$ cat config.mk
export PLATFORM = sky130hd
export DESIGN_NAME = spi_rx_flat
export DESIGN_NICKNAME = d
export VERILOG_FILES = /design/src/rtl/spi_pkg.sv /design/src/rtl/spi_rx_if.sv /design/src/rtl/spi_sync.sv /design/src/rtl/spi_rx.sv /design/src/flat_wrapper.sv
export SDC_FILE = /design/constraint.sdc
export NUM_CORES = 1
export LEC_CHECK = 0
export CAP_MARGIN = 20
export CORE_AREA = 5 5 49 93
export DETAILED_ROUTE_END_ITERATION = 6
export DIE_AREA = 0 0 54 98
export GPL_ROUTABILITY_DRIVEN = 1
export PLACE_DENSITY = 0.57
export SLEW_MARGIN = 20
export SYNTH_ARGS = -nofsm -noshare
export SYNTH_HDL_FRONTEND = slang
export SYNTH_SLANG_ARGS = --single-unit
$ cat constraint.sdc
create_clock -name clk -period 1.62 [get_ports clk]
set_input_delay 0.243 -clock clk [delete_from_list [all_inputs] [get_ports clk]]
set_output_delay 0.243 -clock clk [all_outputs]
set_load 0.01 [all_outputs]
$ cat src/rtl/spi_pkg.sv
// Shared SPI package: receive/transmit FSM state types, default word width
// and a helper for sizing bit counters.
package spi_pkg;

  localparam int SPI_DATA_W = 8;

  typedef enum logic [1:0] {
    IDLE,
    SHIFT,
    DONE
  } rx_state_t;

  typedef enum logic [1:0] {
    TX_IDLE,
    TX_LOAD,
    TX_SHIFT,
    TX_END
  } tx_state_t;

  // A one-bit word still needs a one-bit counter.
  function automatic int cnt_width(input int w);
    return (w > 1) ? $clog2(w) : 1;
  endfunction

endpackage

$ cat src/rtl/spi_rx_if.sv
// Received-word handshake between the SPI receiver and its consumer.
// A word transfers on every clk rising edge where rx_valid and rx_ready are
// both high; the producer holds rx_data/rx_dc stable while rx_valid && !rx_ready.
interface spi_rx_if #(
  parameter int DATA_W = spi_pkg::SPI_DATA_W
);
  logic [DATA_W-1:0] rx_data;
  logic              rx_dc;
  logic              rx_valid;
  logic              rx_ready;

  modport master (output rx_data, rx_dc, rx_valid, input rx_ready);
  modport slave  (input rx_data, rx_dc, rx_valid, output rx_ready);
endinterface

$ cat src/rtl/spi_sync.sv
// N-stage flop synchronizer for one asynchronous input, with a
// configurable reset level so idle bus levels appear during reset.
module spi_sync #(
  parameter int   STAGES  = 2,
  parameter logic RST_VAL = 1'b0
) (
  input  logic clk,
  input  logic rst,
  input  logic d,
  output logic q
);

  logic [STAGES-1:0] ff;

  always_ff @(posedge clk or negedge rst) begin
    if (!rst) ff <= {STAGES{RST_VAL}};
    else      ff <= {ff[STAGES-2:0], d};
  end

  assign q = ff[STAGES-1];

endmodule

$ cat src/rtl/spi_rx.sv
// SPI mode-0 slave receiver: oversamples sclk/mosi/cs_n/dc in the clk domain,
// assembles MSB-first words and offers them on a valid/ready port.
module spi_rx
  import spi_pkg::*;
#(
  parameter int DATA_W      = SPI_DATA_W,
  parameter int SYNC_STAGES = 2
) (
  input  logic      clk,
  input  logic      rst,
  input  logic      spi_sclk,
  input  logic      spi_mosi,
  input  logic      spi_cs_n,
  input  logic      spi_dc,
  spi_rx_if.master  rx,
  output logic      overflow,
  output logic      busy,
  output rx_state_t state_dbg
);

  localparam int                CNT_W    = cnt_width(DATA_W);
  localparam logic [CNT_W-1:0]  LAST_BIT = CNT_W'(DATA_W - 1);

  logic sclk_s, mosi_s, cs_s, dc_s;
  logic sclk_q;
  logic rise;
  logic last_edge;
  logic load, drop;

  rx_state_t         state, state_nxt;
  logic [CNT_W-1:0]  cnt;
  logic [DATA_W-1:0] shreg;
  logic              dc_q;

  spi_sync #(.STAGES(SYNC_STAGES), .RST_VAL(1'b0)) u_sync_sclk (.clk(clk), .rst(rst), .d(spi_sclk), .q(sclk_s));
  spi_sync #(.STAGES(SYNC_STAGES), .RST_VAL(1'b0)) u_sync_mosi (.clk(clk), .rst(rst), .d(spi_mosi), .q(mosi_s));
  spi_sync #(.STAGES(SYNC_STAGES), .RST_VAL(1'b1)) u_sync_cs   (.clk(clk), .rst(rst), .d(spi_cs_n), .q(cs_s));
  spi_sync #(.STAGES(SYNC_STAGES), .RST_VAL(1'b0)) u_sync_dc   (.clk(clk), .rst(rst), .d(spi_dc),   .q(dc_s));

  assign rise      = sclk_s & ~sclk_q;
  assign last_edge = rise && (cnt == LAST_BIT);

  always_ff @(posedge clk or negedge rst) begin
    if (!rst) state <= IDLE;
    else      state <= state_nxt;
  end

  always_comb begin
    state_nxt = state;
    load      = 1'b0;
    drop      = 1'b0;
    case (state)
      IDLE:  if (!cs_s) state_nxt = SHIFT;
      SHIFT: begin
        if (cs_s)           state_nxt = IDLE;
        else if (last_edge) state_nxt = DONE;
      end
      DONE: begin
        state_nxt = cs_s ? IDLE : SHIFT;
        load      = !rx.rx_valid || rx.rx_ready;
        drop      = rx.rx_valid && !rx.rx_ready;
      end
      default: state_nxt = IDLE;
    endcase
  end

  // The counter sits at zero outside an active SHIFT, which clears it on
  // every entry to SHIFT and on a mid-word cs_n abort.
  always_ff @(posedge clk or negedge rst) begin
    if (!rst) begin
      sclk_q      <= 1'b0;
      cnt         <= '0;
      shreg       <= '0;
      dc_q        <= 1'b0;
      overflow    <= 1'b0;
      rx.rx_data  <= '0;
      rx.rx_dc    <= 1'b0;
      rx.rx_valid <= 1'b0;
    end else begin
      sclk_q   <= sclk_s;
      overflow <= drop;
      if (state != SHIFT || cs_s) begin
        cnt <= '0;
      end else if (rise) begin
        shreg <= {shreg[DATA_W-2:0], mosi_s};
        if (last_edge) begin
          cnt  <= '0;
          dc_q <= dc_s;
        end else begin
          cnt <= cnt + 1'b1;
        end
      end
      if (load) begin
        rx.rx_data  <= shreg;
        rx.rx_dc    <= dc_q;
        rx.rx_valid <= 1'b1;
      end else if (rx.rx_ready) begin
        rx.rx_valid <= 1'b0;
      end
    end
  end

  assign busy      = (state != IDLE);
  assign state_dbg = state;

endmodule

$ cat src/flat_wrapper.sv
// flat-port wrapper written by rule: the top's interface ports become plain ports
module spi_rx_flat import spi_pkg::*;
#(
  parameter int DATA_W      = SPI_DATA_W,
  parameter int SYNC_STAGES = 2
)
  (clk, rst, spi_sclk, spi_mosi, spi_cs_n, spi_dc, overflow, busy, state_dbg, rx_rx_data, rx_rx_dc, rx_rx_valid, rx_rx_ready);
  spi_rx_if #(.DATA_W(DATA_W)) rx_i ();
  input  logic clk;
  input  logic rst;
  input  logic spi_sclk;
  input  logic spi_mosi;
  input  logic spi_cs_n;
  input  logic spi_dc;
  output logic overflow;
  output logic busy;
  output rx_state_t state_dbg;
  output wire logic [$bits(rx_i.rx_data)-1:0] rx_rx_data;
  output wire logic [$bits(rx_i.rx_dc)-1:0] rx_rx_dc;
  output wire logic [$bits(rx_i.rx_valid)-1:0] rx_rx_valid;
  input wire logic [$bits(rx_i.rx_ready)-1:0] rx_rx_ready;
  assign rx_rx_data = rx_i.rx_data;
  assign rx_rx_dc = rx_i.rx_dc;
  assign rx_rx_valid = rx_i.rx_valid;
  assign rx_i.rx_ready = rx_rx_ready;
  spi_rx #(.DATA_W(DATA_W), .SYNC_STAGES(SYNC_STAGES)) u_core (.clk(clk), .rst(rst), .spi_sclk(spi_sclk), .spi_mosi(spi_mosi), .spi_cs_n(spi_cs_n), .spi_dc(spi_dc), .rx(rx_i), .overflow(overflow), .busy(busy), .state_dbg(state_dbg));
endmodule
==> results.tsv <==
metric	value	unit
status	finished clean	
grt_pass1_vias	700	
antenna_found_initial	0	
cts_sinks	34	
rsz0062_at_grt	false	
clock_latency	0.28	ns
fin_nets	115	
die_h	98	um
synth_compound_area_share	1.39	%
slew_viol_final	0	
grt_pass1_wl	3260	um
period_needed	1.55	ns
vias	686	
clk_pin_slew	0.07	ns
avgSynthCellArea	16.4	um2
cp_max_fo	6	
synth_ff_type	dfrtp_1	
num_io_pins	21	
worst_slew_pin_slew	0.208	ns
crit_type	reg -> out	
synthArstFlopShare	100	%
start_util	33.2	%
finalSetupViolCount	0	
power_density	1030	mW/mm2
synth_edf_count	0	
syn2layout_area_growth	30.8	%
drv_cap	0	
leakagePower	0.779	nW
clockBufferDepth	2	
grtUsageTotal	8.75	%
syn_inst	77	
synth_top_family_by_area	multiplexers	
ir_drop	0.453	mV
syn_nets	86	
wl_per_cell	12.3	um
required	1.38	ns
die_area	0.00529	mm2
crit_arrival	1.31	ns
cts_max_level	2	
synth_top_area_share	63.5	%
viasPerCell	4.34	
fmax	643	MHz
drc	0	
cts_made_buffers	5	
post-synth-top-count-cell	dfrtp_1	
drt_iter0_drc	0	
dr.pass1.iters	1	
ys_top_cells_by_area	dfrtp_1, mux2_2, dfstp_2	
hold_viol	0	
synth_cell_types	21	
synth_seq_cells	34	
synth_adder_area_share	1.98	%
synth-seq-area-share	67.7	%
antenna_left	0	
wirelength	1940	um
period_share	96.0	%
start_kind	flop	
antenna_cells	0	
synth_xor_area_share	0	%
stdcell_count	158	
dp.cells	150	
yosysWarnings	0	
hold_buffers	0	
gp_congestion	0.667	
cts_tree	done	
fillers	362	
synthTopCellsByCount	dfrtp_1, mux2_2, nor2_1	
yosys.area.top_type	dfrtp_1	
worstHoldPathType	in -> async	
synth.area.mux_share	18.0	%
yosys.area_share.simple	9.23	%
grt_max_degree	35	
skew	0.00769	ns
crit_path_end_kind	primary output	
synthesis.area	0.00126	mm2
portBuffers	20	
drive_gt1_share	34.6	%
die_w	54	um
root_buffer	clkbuf_8	
dp_hpwl	1390	um
coreArea	0.00380	mm2
rows	32	
slew_headroom	86.1	%
fin_tns_setup	0	ns
grt_overflow	0	
## cells in the final DEF (no fill, tap or decap), types with 3 or more instances in the layout
cell type / count
nand2b_1: 3
clkbuf_8: 6
dfrtp_1: 31
clkdlybuf4s50_1: 19
mux2_2: 16
nor2_1: 4
## timing repair
item,in CTS,in global routing
endpoints found under the setup margin,1,0
resized for setup,2,0
setup buffers,0,0
## path summary, 6_finish.rpt
check                      cells after the start                endpoint  slack, ns              startpoint
max in group asynchronous                      2  u_core.u_sync_cs.ff[0]       1.05                     rst
hold reg to reg                                0  u_core.u_sync_dc.ff[1]       0.34  u_core.u_sync_dc.ff[0]
setup / recovery                               2                    busy       0.07     u_core.state_dbg[1]
setup reg to reg                               4    u_core.rx.rx_data[3]       0.21     u_core.state_dbg[0]
hold / removal                                 2     u_core.state_dbg[0]       0.32                     rst
min in group clk                               0  u_core.u_sync_dc.ff[1]       0.34  u_core.u_sync_dc.ff[0]
## layout make-up
cell class | count | area, um2 | area share [%]
flip-flops and latches | 34 | 855 | 51.8
multi-input cells | 41 | 385 | 23.4
repair buffers | 24 | 254 | 15.4
clock buffers | 7 | 86.3 | 5.24
well taps | 51 | 63.8 | 3.87
clock inverters | 1 | 5.00 | 0.303
## cells by family after synthesis
kind of cell / count (synthesis)
multiplexers: 20
AND/OR/NAND/NOR: 16
AO/OA/AOI/OAI: 3
flip-flops: 34
buffers and inverters: 2
adder cells (fa/ha/maj): 2
## registers in the layout, summed over array words and instances, names as in the netlist
register               count
u_core.u_sync_dc.ff        2
u_core.sclk_q              1
u_core.u_sync_cs.ff        2
u_core.state_dbg           2
u_core.u_sync_sclk.ff      2
u_core.overflow            1
u_core.dc_q                1
u_core.rx.rx_data          8
u_core.u_sync_mosi.ff      2
u_core.rx.rx_valid         1
u_core.shreg               8
u_core.cnt                 3
u_core.rx.rx_dc            1
## per-layer routing
| layer | part of all wire (%) | wire length [um] | GRT usage, % | up-vias |
|---|---|---|---|---|
| li1 | - | - | - | 319 |
| met1 | 39 | 749 | 9.97 | 339 |
| met2 | 51 | 995 | 12.8 | 20 |
| met3 | 6.5 | 125 | 3.82 | 8 |
| met4 | 3.4 | 66 | 5.76 | 0 |
| met5 | 0 | 0 | 0 | - |
## stage by stage
stage	power (W)	hold WS [ns]	utilization [%]	worst slack (ns)	instance area (um2)
3_5_place_dp	0.00109	0.336	41.0	0.0297	1560
6_report	0.00169	0.321	43.4	0.0652	1650
3_3_place_gp	0.00108	0.334	41.0	0.0506	1560
4_1_cts	0.00173	0.326	43.4	0.0485	1650
5_1_grt	0.00178	0.350	43.4	0.0230	1650
2_1_floorplan	0.00102	-0.0526	-	0.275	1260
## worst max-delay path, stage by stage (launching register included)
cell           delay, ns
dfrtp_2             0.45
or2_2               0.30
dlygate4sd2_1       0.28
## where the power goes
| group | internal, W | switching (W) |
|---|---|---|
| combinational | 0.0000684 | 0.0000409 |
| sequential | 0.000913 | 0.0000410 |
| clock | 0.000342 | 0.000286 |
No activity file was read; power rests on OpenSTA's default activity.
